File: src/rtl/rst_seq_ctrl.sv
// ============================================================================
// rst_seq_ctrl : reset sequencer with staggered channel release and watchdog
// Revision 1.0
// ============================================================================
`default_nettype none

module rst_seq_ctrl #(
  parameter int N_CH        = 3,
  parameter int SYNC_STAGES = 2,
  parameter int HOLD_CYC    = 4,
  parameter int STAGGER     = 2,
  parameter int WDT_W       = 16,
  parameter int WDT_LIMIT   = 1000,
  parameter int CNT_W       = 32
) (
  input  logic             clk,
  input  logic             reset,
  input  logic             soft_rst_req,
  input  logic             wdt_en,
  input  logic             wdt_kick,
  output logic [N_CH-1:0]  rst_out,
  output logic             rst_done,
  output logic [1:0]       rst_cause,
  output logic             wdt_fire,
  output logic [CNT_W-1:0] cycle_cnt
);

  localparam int MAX_CYC = (HOLD_CYC > STAGGER) ? HOLD_CYC : STAGGER;
  localparam int TMR_W   = $clog2(MAX_CYC + 1);
  localparam int CH_W    = (N_CH > 1) ? $clog2(N_CH) : 1;

  localparam logic [TMR_W-1:0] HOLD_LAST = TMR_W'(HOLD_CYC - 1);
  localparam logic [TMR_W-1:0] STAG_LAST = TMR_W'(STAGGER - 1);
  localparam logic [CH_W-1:0]  CH_LAST   = CH_W'(N_CH - 1);
  localparam logic [WDT_W-1:0] WDT_LAST  = WDT_W'(WDT_LIMIT - 1);

  localparam logic [1:0] CAUSE_POR  = 2'b00;
  localparam logic [1:0] CAUSE_SOFT = 2'b01;
  localparam logic [1:0] CAUSE_WDT  = 2'b10;

  typedef enum logic [1:0] {
    ST_SYNC    = 2'd0,
    ST_HOLD    = 2'd1,
    ST_RELEASE = 2'd2,
    ST_RUN     = 2'd3
  } state_t;

  logic [SYNC_STAGES-1:0] sync_q;

  state_t           state,     state_nx;
  logic [TMR_W-1:0] tmr,       tmr_nx;
  logic [CH_W-1:0]  ch_idx,    ch_idx_nx;
  logic [WDT_W-1:0] wdt_cnt,   wdt_cnt_nx;
  logic [N_CH-1:0]  rst_out_nx;
  logic             rst_done_nx;
  logic [1:0]       rst_cause_nx;
  logic             wdt_fire_nx;
  logic [CNT_W-1:0] cycle_cnt_nx;
  logic             enter_hold;

  // Release synchroniser: assertion is asynchronous, deassertion is clocked.
  always_ff @(posedge clk or negedge reset) begin
    if (!reset) begin
      sync_q <= '0;
    end else begin
      sync_q <= {sync_q[SYNC_STAGES-2:0], 1'b1};
    end
  end

  always_ff @(posedge clk or negedge reset) begin
    if (!reset) begin
      state     <= ST_SYNC;
      tmr       <= '0;
      ch_idx    <= '0;
      wdt_cnt   <= '0;
      rst_out   <= '1;
      rst_done  <= 1'b0;
      rst_cause <= CAUSE_POR;
      wdt_fire  <= 1'b0;
      cycle_cnt <= '0;
    end else begin
      state     <= state_nx;
      tmr       <= tmr_nx;
      ch_idx    <= ch_idx_nx;
      wdt_cnt   <= wdt_cnt_nx;
      rst_out   <= rst_out_nx;
      rst_done  <= rst_done_nx;
      rst_cause <= rst_cause_nx;
      wdt_fire  <= wdt_fire_nx;
      cycle_cnt <= cycle_cnt_nx;
    end
  end

  always_comb begin
    state_nx     = state;
    tmr_nx       = tmr;
    ch_idx_nx    = ch_idx;
    wdt_cnt_nx   = wdt_cnt;
    rst_out_nx   = rst_out;
    rst_done_nx  = rst_done;
    rst_cause_nx = rst_cause;
    wdt_fire_nx  = 1'b0;
    cycle_cnt_nx = cycle_cnt;
    enter_hold   = 1'b0;

    case (state)
      ST_SYNC: begin
        if (sync_q[SYNC_STAGES-1]) begin
          enter_hold = 1'b1;
        end
      end
      ST_HOLD: begin
        if (tmr == HOLD_LAST) begin
          rst_out_nx[0] = 1'b0;
          tmr_nx        = '0;
          if (N_CH == 1) begin
            state_nx    = ST_RUN;
            rst_done_nx = 1'b1;
          end else begin
            state_nx  = ST_RELEASE;
            ch_idx_nx = CH_W'(1);
          end
        end else begin
          tmr_nx = tmr + 1'b1;
        end
      end
      ST_RELEASE: begin
        if (tmr == STAG_LAST) begin
          rst_out_nx[ch_idx] = 1'b0;
          tmr_nx             = '0;
          if (ch_idx == CH_LAST) begin
            state_nx    = ST_RUN;
            rst_done_nx = 1'b1;
          end else begin
            ch_idx_nx = ch_idx + 1'b1;
          end
        end else begin
          tmr_nx = tmr + 1'b1;
        end
      end
      ST_RUN: begin
        // A kick outranks expiry; expiry outranks a software request.
        if (wdt_kick) begin
          wdt_cnt_nx = '0;
        end else if (wdt_en) begin
          if (wdt_cnt == WDT_LAST) begin
            wdt_fire_nx  = 1'b1;
            rst_cause_nx = CAUSE_WDT;
            enter_hold   = 1'b1;
          end else begin
            wdt_cnt_nx = wdt_cnt + 1'b1;
          end
        end
        if (!enter_hold && soft_rst_req) begin
          rst_cause_nx = CAUSE_SOFT;
          enter_hold   = 1'b1;
        end
        if (!enter_hold && (cycle_cnt != '1)) begin
          cycle_cnt_nx = cycle_cnt + 1'b1;
        end
      end
      default: begin
        state_nx = ST_SYNC;
      end
    endcase

    if (enter_hold) begin
      state_nx     = ST_HOLD;
      rst_out_nx   = '1;
      rst_done_nx  = 1'b0;
      tmr_nx       = '0;
      ch_idx_nx    = '0;
      wdt_cnt_nx   = '0;
      cycle_cnt_nx = '0;
    end
  end

endmodule

`default_nettype wire

File: config.mk
export PLATFORM = sky130hd
export DESIGN_NAME = rst_seq_ctrl
export DESIGN_NICKNAME = d
export VERILOG_FILES = /design/src/rtl/rst_seq_ctrl.sv
export SDC_FILE = /design/constraint.sdc
export NUM_CORES = 1
export LEC_CHECK = 0
export ABC_CLOCK_PERIOD_IN_PS = 2990
export CORE_MARGIN = 3
export CORE_UTILIZATION = 56
export DETAILED_ROUTE_END_ITERATION = 8
export GPL_ROUTABILITY_DRIVEN = 0
export PLACE_DENSITY = 0.86
export SLEW_MARGIN = 20
export SYNTH_ARGS = -nofsm -noshare
export SYNTH_HDL_FRONTEND = slang
export SYNTH_SLANG_ARGS = --single-unit
File: constraint.sdc
create_clock -name clk -period 2.99 [get_ports clk]
set_input_delay 0.598 -clock clk [delete_from_list [all_inputs] [get_ports clk]]
set_output_delay 0.598 -clock clk [all_outputs]
set_load 0.05 [all_outputs]
; Yosys cells after proc, flatten, opt, wreduce, memory -nomap -nowiden
; Index checks and enable logic that the tools add are counted.
[totals]
regBits = 64
word_cells = 102
[classes]
add_sub_neg = 4
n_lt_le_gt_ge = 2
n_eq_ne = 14
mux = 46
n_bitwise = 2
reduce_logical = 23
[op_table]
columns = operator, count
row1 = $mux W32, 3
row2 = $mux W16, 5
row3 = $add A32 B1 Y32 const B, 1
row4 = $ne A32 B32 Y1 const B, 1
row5 = $mux W2, 13
row6 = $add A16 B1 Y16 const B, 1
row7 = $eq A16 B10 Y1 const B, 1
row8 = $mux W3, 5
row9 = $ne A3 B3 Y1 const B, 5
row10 = $mux W1, 14
row11 = $reduce_bool A2 Y1, 7
row12 = $reduce_and A4 Y1, 3
row13 = $reduce_and A3 Y1, 3
row14 = $pmux W2 S2, 2
row15 = $eq A2 B2 Y1 const B, 3
row16 = $pmux W3 S2, 1
row17 = $reduce_bool A3 Y1, 2
row18 = $pmux W1 S2, 2
row19 = $reduce_and A2 Y1, 2
row20 = $add A3 B1 Y3 const B, 1
row21 = $and A3 B3 Y3, 1
row22 = $eq A3 B1 Y1 const B, 1
row23 = $eq A3 B2 Y1 const B, 1
row24 = $logic_and A1 B1 Y1, 3
row25 = 9 further kinds, 10

; Logic depth before layout (Yosys ltp)
; Gate-level depths: netlist of run 1.
[depth]
depth_word = 14
mapped_depth = 8

; Worst setup path after synthesis of run 1
; OpenSTA, ideal clock, no wires.
[synth_timing]
path_type = flip-flop to flip-flop
startpoint = register cycle_cnt[1]
endpoint = register cycle_cnt[24]
setup_ns = 0.077
arrival_time_ns = 2.188
slack_ns = 0.725
stages_incl_launch_ff = 8
period_less_slack_ns = 2.265
path_cell_list = dfrtp_1 ha_1 and4b_1 buf_1 nand4_1 a2111o_1 or3_1 a21oi_1
[synth_via]
elab_chain_cells = 4
[synth_rtl]
columns = item, line
row1 = start: declaration, 25  ; output logic [CNT_W-1:0] cycle_cnt
row2 = start signal: assignment, 90  ; cycle_cnt <= cycle_cnt_nx;
row3 = $add A32 B1 Y32 or $ne A32 B32 Y1 (tied branches), "159, 158"
row4 = $mux W32 or $logic_and A1 B1 Y1 (tied branches), 158  ; if (!enter_hold && (cycle_cnt != '1)) begin
row5 = $mux W32 or $reduce_bool A2 Y1 (tied branches), --
row6 = $mux W32 or $reduce_and A2 Y1 (tied branches), --
; Several ways; a longest one is shown, not always the timed one. The select of a mux whose other input is x is not followed.
; A chain may end at the register's enable or synchronous reset.

; Worst setup path after layout of run 1
[layout_timing]
startpoint = register wdt_cnt[0]
endpoint = register cycle_cnt[21]
[layout_via]
elab_chain_cells = 13
[layout_rtl]
columns = item, line
row1 = start: declaration, 53  ; logic [WDT_W-1:0] wdt_cnt, wdt_cnt_nx;
row2 = start signal: assignment, 85  ; wdt_cnt <= wdt_cnt_nx;
row3 = $eq A16 B10 Y1 *, 146  ; if (wdt_cnt == WDT_LAST) begin
row4 = $mux W1 *, 146
row5 = $mux W1 *, 145  ; end else if (wdt_en) begin
row6 = $mux W1 *, 143  ; if (wdt_kick) begin
row7 = $mux W1 *, 106  ; case (state)
row8 = $logic_not A1 Y1, 154  ; if (!enter_hold && soft_rst_req) begin
row9 = $logic_and A1 B1 Y1, 154
row10 = $mux W1 *, 154
row11 = $mux W1 *, 106
row12 = branches (longest 4 deep; another with $pmux W1 S2), --
; Every way passes the cells marked *. The select of a mux whose other input is x is not followed.

==> results.sh, run 1 <==
export IMPL_reg2reg_slack_ns=0.51
export IMPL_htree_num_levels=3
export IMPL_met1_length_um=4027
export IMPL_top_layer_used="met4"
export IMPL_synth_edff_count=0
export IMPL_n_antenna_cell=0
export IMPL_vias_per_cell=6.367
export IMPL_required_ns=3.27
export IMPL_yosysUniqueCellTypes=57
export IMPL_dr_wl_met3_um=536
export IMPL_hpwl_um=6146
export IMPL_min_period_over_period=0.8288
export IMPL_hold_class="register to register"
export IMPL_p_sw_frac=0.3913
export IMPL_stdcell_area_um2=4509
export IMPL_met2_length_um=4411
export IMPL_die_w_um=88.44
export IMPL_post_cts_buffers=0
export IMPL_min_from="sync_q[0]"
export IMPL_nets=484
export IMPL_mostFrequentLayoutCell="dfrtp_1"
export IMPL_drc=0
export IMPL_pwr_share_comb=0.367
export IMPL_holdPathStages=0
export IMPL_synthesis_area_um2=3806
export IMPL_synth_top_cell_by_area="dfrtp_1"
export IMPL_ctsRootBufferMaster="clkbuf_8"
export IMPL_period_minus_slack_ns=2.478
export IMPL_setup_viol=0
export IMPL_synth_area_leaders="dfrtp_1 (40%), a21oi_1 (5.1%), ha_1 (4.6%)"
export IMPL_pre_cts_ws_ns=0.2986
export IMPL_first_pass_iters=6
export IMPL_avgSynthCellArea_um2=9.062
export IMPL_grt_pass1_wl_um=15150
export IMPL_end_kind="register"
export IMPL_ys_seq_area_frac=0.4218
export IMPL_startpoint="wdt_cnt[0]"
export IMPL_cts_buffers=9
export IMPL_hold_viol=0
export IMPL_row_count=29
export IMPL_status="finished, final reports clean"
export IMPL_peakVddDrop_uv=620.2
export IMPL_rsz0062_at_grt="false"
export IMPL_clockBufferDepth=2
export IMPL_multi_input_area_um2=2042
export IMPL_ctsHoldBuffers=0
export IMPL_grt_pass1_vias=3190
export IMPL_cts_resized=0
export IMPL_clkPwrFrac=0.274
export IMPL_postSynth_asyncResetShare=1.000
export IMPL_initial_core_util=0.5893
export IMPL_area_growth_syn_to_layout_pct=18.47
export IMPL_ant_nets=0
export IMPL_total_power_mw=3.024
export IMPL_worst_pin_slew_ns=0.8107
export IMPL_seqCellArea_um2=1605
export IMPL_die_area_um2=7822
export IMPL_antenna_found_initial=0
export IMPL_fillers=495
export IMPL_r2r_end="cycle_cnt[21]"
export IMPL_ff2ff_path_depth=6
export IMPL_grt_usage=0.2471
export IMPL_power_density_nw_per_um2=670.5
export IMPL_crit_type="register to register"
export IMPL_arrival_ns=2.76
export IMPL_synth_flop_cell="dfrtp_1"
export IMPL_synth_top_area_share=0.4011
export IMPL_dr_first_iter_drc_count=316
export IMPL_synth_compound_area_frac=0.2002
export IMPL_fin_ws_ns=0.5118
export IMPL_die_h_um=88.44
export IMPL_fmax_ghz=0.4035
export IMPL_ys_warn_count=0
export IMPL_yosys_area_share_simple=0.2715
export IMPL_post_route_util=0.6982
export IMPL_cp_start_kind="register"
export IMPL_switchingPower_mw=1.183
export IMPL_netlist_instances=420
export IMPL_slew_limit_headroom=0.4596
export IMPL_avgRoutedWirePerCell_um=16.60
export IMPL_wl_um=9082
export IMPL_core_um2=6459
export IMPL_ys_ff_latch=64
export IMPL_seqPwrFrac=0.359
export IMPL_clkSinkCount=64
export IMPL_synth_fa_ha_area_frac=0.04602
export IMPL_max_cap_viol_count=0
export IMPL_p_leak_nw=1.846
export IMPL_place_area_um2=4290
export IMPL_via_count=3483
export IMPL_grt_overflow=0
export IMPL_drive_gt1_frac=0.08085
export IMPL_clk_latency_ns=0.36
export IMPL_synth_area_mux_share=0.01315
export IMPL_cts_tree="yes"
export IMPL_rr_startpoint="wdt_cnt[0]"
export IMPL_grt_max_degree=65
export IMPL_port_buffers=43
export IMPL_ios=44
export IMPL_yosys_area_share_xor_xnor=0.004602
export IMPL_drv_slew=0
export IMPL_p_int_mw=1.840
export IMPL_cp_max_fo=28
export IMPL_finalClockSkew_ns=0.01196
export IMPL_syn_num_nets=439
export IMPL_min_to="sync_q[1]"
export IMPL_final_cell_mix="dfrtp_1 (61), clkdlybuf4s50_1 (42), a21oi_1 (39)"
export IMPL_fin_tns_setup_ns=0
export IMPL_clkSlewWorstSetupHoldPaths_ns=0.07
export IMPL_synth_top_family_by_area="simple AND/OR/NAND/NOR gates"
metrics by stage:
step | hold WS, ns | std cells
after global routing | 0.3598 | 547
after global placement | 0.3397 | 531
after floorplan | 0.3024 | 420
after CTS | 0.3594 | 547
after detailed placement | 0.3490 | 531
final | 0.3589 | 547
metal layers:
metal,vias to the layer above,global-route usage
met2,111,0.3793
met1,1695,0.3395
met4,0,0.1058
li1,1664,-
met5,-,0
met3,13,0.05214
synth_stat cells, types with 2 or more instances:
master	count
a21oi_1	39
o22ai_1	4
inv_1	17
nand2b_1	3
o21ai_0	32
and3_1	6
and2_1	2
o31ai_1	8
clkbuf_1	5
a22oi_1	3
nand2_1	35
a31o_2	2
o2bb2ai_1	2
dfrtp_1	61
ha_1	14
a211o_1	2
nand4_1	15
nand3_1	26
nor2b_1	6
a22o_1	5
and4_1	5
xor2_1	2
dfstp_2	3
or3_1	23
and4b_1	2
a211oi_1	2
nor2_1	26
nor4_1	9
a21o_1	8
or4_1	9
buf_2	4
nor3_1	8
buf_6	4
mux2i_1	5
kinds of logic (layout without fill, tap and decap cells):
logic type / count (synthesis) / after routing
AOI/OAI and AO/OA: 118 / 118
xor gates and xnor gates: 2 / 2
adders and majority gates: 14 / 14
buffers and inverters: 32 / 82
DFF: 64 / 64
muxes: 5 / 5
other: 1 / 1
and+or+nand+nor: 184 / 184
worst max path at each step:
stage,end,slack [ns],depth (start not counted)
final,cycle_cnt[21],0.51,6
after global routing,cycle_cnt[21],0.44,6
after CTS,cycle_cnt[21],0.54,6
after detailed placement,cycle_cnt[19],0.30,6
after global placement,cycle_cnt[19],0.34,6
after floorplan,cycle_cnt[24],0.72,7
cell type report:
cell class                 count  area share
clock buffer                   9     0.02747
inverter                      17     0.01415
tap                           77     0.02137
clock inverter                 7     0.02109
timing repair buffer          49      0.1071
sequential                    64      0.3560
multi-input combinational    324      0.4528
power by group through the flow:
stage / clock network (mW) / registers (mW) / logic (mW)
finish: 0.828 / 1.09 / 1.11
global route: 0.887 / 1.10 / 1.24
CTS: 0.841 / 1.08 / 1.10
detailed placement: 0 / 1.10 / 1.08
floorplan: 0 / 1.18 / 0.693
global placement: 0 / 1.09 / 1.04
registers in the layout, indices dropped and copies added, names as in the netlist:
signal / flops
rst_done: 1
rst_out: 3
tmr: 3
cycle_cnt: 32
wdt_fire: 1
ch_idx: 2
sync_q: 2
wdt_cnt: 16
rst_cause: 2
state: 2
critical path, cell delays in order, from the launching register on:
cell,delay (ns)
dfrtp_1,0.44
ha_1,0.30
and4b_1,0.25
and4_1,0.31
a32o_2,0.43
or4_1,0.52
a21oi_1,0.15
Note: power is estimated with default switching activity, not from simulation.
==> run 2, diff against run 1 <==
ABC_CLOCK_PERIOD_IN_PS = 2400   (was 2990)
clock period = 2.4 ns   (was 2.99 ns; I/O delays follow)
==> results.sh, run 2 (same netlist as run 1, synthesis figures left out) <==
export IMPL_initial_core_util=0.5893
export IMPL_hold_viol=0
export IMPL_ios=44
export IMPL_use_met3=0.04842
export IMPL_n_antenna_cell=0
export IMPL_avgRoutedWirePerCell_um=16.77
export IMPL_drc=0
export IMPL_cts_tree="yes"
export IMPL_first_pass_iters=5
export IMPL_grt_usage=0.2576
export IMPL_hold_class="primary input to asynchronous set/reset pin"
export IMPL_worst_pin_slew_ns=0.5984
export IMPL_die_h_um=88.44
export IMPL_slew_limit_headroom=0.5980
export IMPL_grt_max_degree=38
export IMPL_crit_type="register to register"
export IMPL_wl_um=9624
export IMPL_clkPwrFrac=0.251
export IMPL_crit_top_cell="buf_4"
export IMPL_grt_pass1_wl_um=15770
export IMPL_drv_slew=0
export IMPL_seqCellArea_um2=1605
export IMPL_finalClockSkew_ns=0.01010
export IMPL_fmax_ghz=0.4435
export IMPL_grt_pass1_vias=3442
export IMPL_pwr_share_comb=0.391
export IMPL_period_minus_slack_ns=2.255
export IMPL_rsz0062_at_grt="false"
export IMPL_seqPwrFrac=0.358
export IMPL_ctsRootBufferMaster="clkbuf_8"
export IMPL_status="finished, final reports clean"
export IMPL_worstPathCellList="ha_1, and4b_1, and4_2, buf_4, or3_1, buf_4, nor3_1, a211o_1"
export IMPL_cp_num_buf_inv=2
export IMPL_place_area_um2=4486
export IMPL_slowest_stage="or3_1"
export IMPL_final_cell_mix="dfrtp_1 (61), clkdlybuf4s50_1 (42), a21oi_1 (39)"
export IMPL_row_count=29
export IMPL_p_int_mw=2.269
export IMPL_ctsHoldBuffers=0
export IMPL_peakVddDrop_uv=665.7
export IMPL_switchingPower_mw=1.475
export IMPL_largest_register="cycle_cnt"
export IMPL_antenna_found_initial=0
export IMPL_end_kind="register"
export IMPL_min_period_over_period=0.9394
export IMPL_cp_max_fo=6
export IMPL_grtUsageMet2=0.3977
export IMPL_drive_gt1_frac=0.1328
export IMPL_p_leak_nw=1.969
export IMPL_htree_num_levels=3
export IMPL_largest_reg_flops=32
export IMPL_hpwl_um=6722
export IMPL_largestRegisters="cycle_cnt x32, wdt_cnt x16"
export IMPL_mostFrequentLayoutCell="dfrtp_1"
export IMPL_grt_busiest_layer="met2"
export IMPL_place_inst=557
export IMPL_area_growth_syn_to_layout_pct=23.41
export IMPL_die_w_um=88.44
export IMPL_final_cells=574
export IMPL_vias_per_cell=6.216
export IMPL_clockBufferDepth=2
export IMPL_setup_viol=0
export IMPL_dr_first_iter_drc_count=232
export IMPL_cp_slowest_stage_delay_ns=0.43
export IMPL_grt_overflow=0
export IMPL_gr_usage_met1=0.3516
export IMPL_via_count=3568
export IMPL_nets=511
export IMPL_clk_latency_ns=0.36
export IMPL_core_um2=6459
export IMPL_cp_top_family="simple AND/OR/NAND/NOR gates"
export IMPL_multi_input_area_um2=2049
export IMPL_fillers=478
export IMPL_clkSlewWorstSetupHoldPaths_ns=0.08
export IMPL_cp_start_kind="register"
export IMPL_max_cap_viol_count=0
export IMPL_die_area_um2=7822
export IMPL_cts_buffers=9
export IMPL_port_buffers=43
export IMPL_fin_tns_setup_ns=0
export IMPL_clkSinkCount=64
export IMPL_p_sw_frac=0.3940
export IMPL_power_density_nw_per_um2=797.2
export IMPL_required_ns=2.69
export IMPL_arrival_ns=2.55
export IMPL_ant_nets=0
export IMPL_stdcell_area_um2=4697
export IMPL_total_power_mw=3.745
run 2: final cells by class:
class                      count  area share
clock buffer                  10     0.02717
clock inverter                 6     0.01465
inverter                      17     0.01359
multi-input combinational    324      0.4363
sequential                    64      0.3418
tap                           77     0.02051
timing repair buffer          76      0.1460
run 2: stage by stage:
stage	utilization	hold slack [ns]	worst slack (ns)
3_3_place_gp	0.6945	0.3320	-0.0001199
5_1_grt	0.7272	0.1714	0.01591
2_1_floorplan	-	0.1844	0.1348
3_5_place_dp	0.6945	0.3502	-0.02878
6_report	0.7272	0.1376	0.1454
4_1_cts	0.7249	0.1525	0.1387
run 2: per-layer routing:
metal / routed length [um] / vias up
li1: - / 1719
met5: 0 / -
met4: 179 / 0
met2: 4580 / 122
met3: 621 / 17
met1: 4243 / 1710
run 2: timing repair:
item                       CTS  global route
gates resized for setup      0             2
buffers inserted             0             1
setup endpoints to repair    0             2
hold endpoints to repair     0             0
run 2: worst paths after layout:
kind                            start             to  slack (ns)  cells past startpoint
setup / recovery           wdt_cnt[1]    wdt_cnt[15]        0.15                      8
hold / removal                  reset  cycle_cnt[25]        0.14                      2
setup reg to reg           wdt_cnt[1]    wdt_cnt[15]        0.15                      8
hold reg to reg             sync_q[0]      sync_q[1]        0.35                      0
max in group asynchronous       reset     rst_out[0]        1.88                      2
min in group clk            sync_q[0]      sync_q[1]        0.35                      0
run 2: power by group through the flow:
stage	Clock, mW	Combinational, mW	Sequential (mW)
floorplan	0	0.863	1.48
global placement	0	1.39	1.35
detailed placement	0	1.44	1.36
CTS	0.954	1.46	1.34
global route	1.00	1.61	1.36
finish	0.940	1.47	1.34
run 2: worst register-to-register path, cell delays in order (launching register included):
cell and delay (ns):
dfrtp_1 0.42, ha_1 0.21, and4b_1 0.23, and4_2 0.27, buf_4 0.16, or3_1 0.43
buf_4 0.18, nor3_1 0.17, a211o_1 0.12
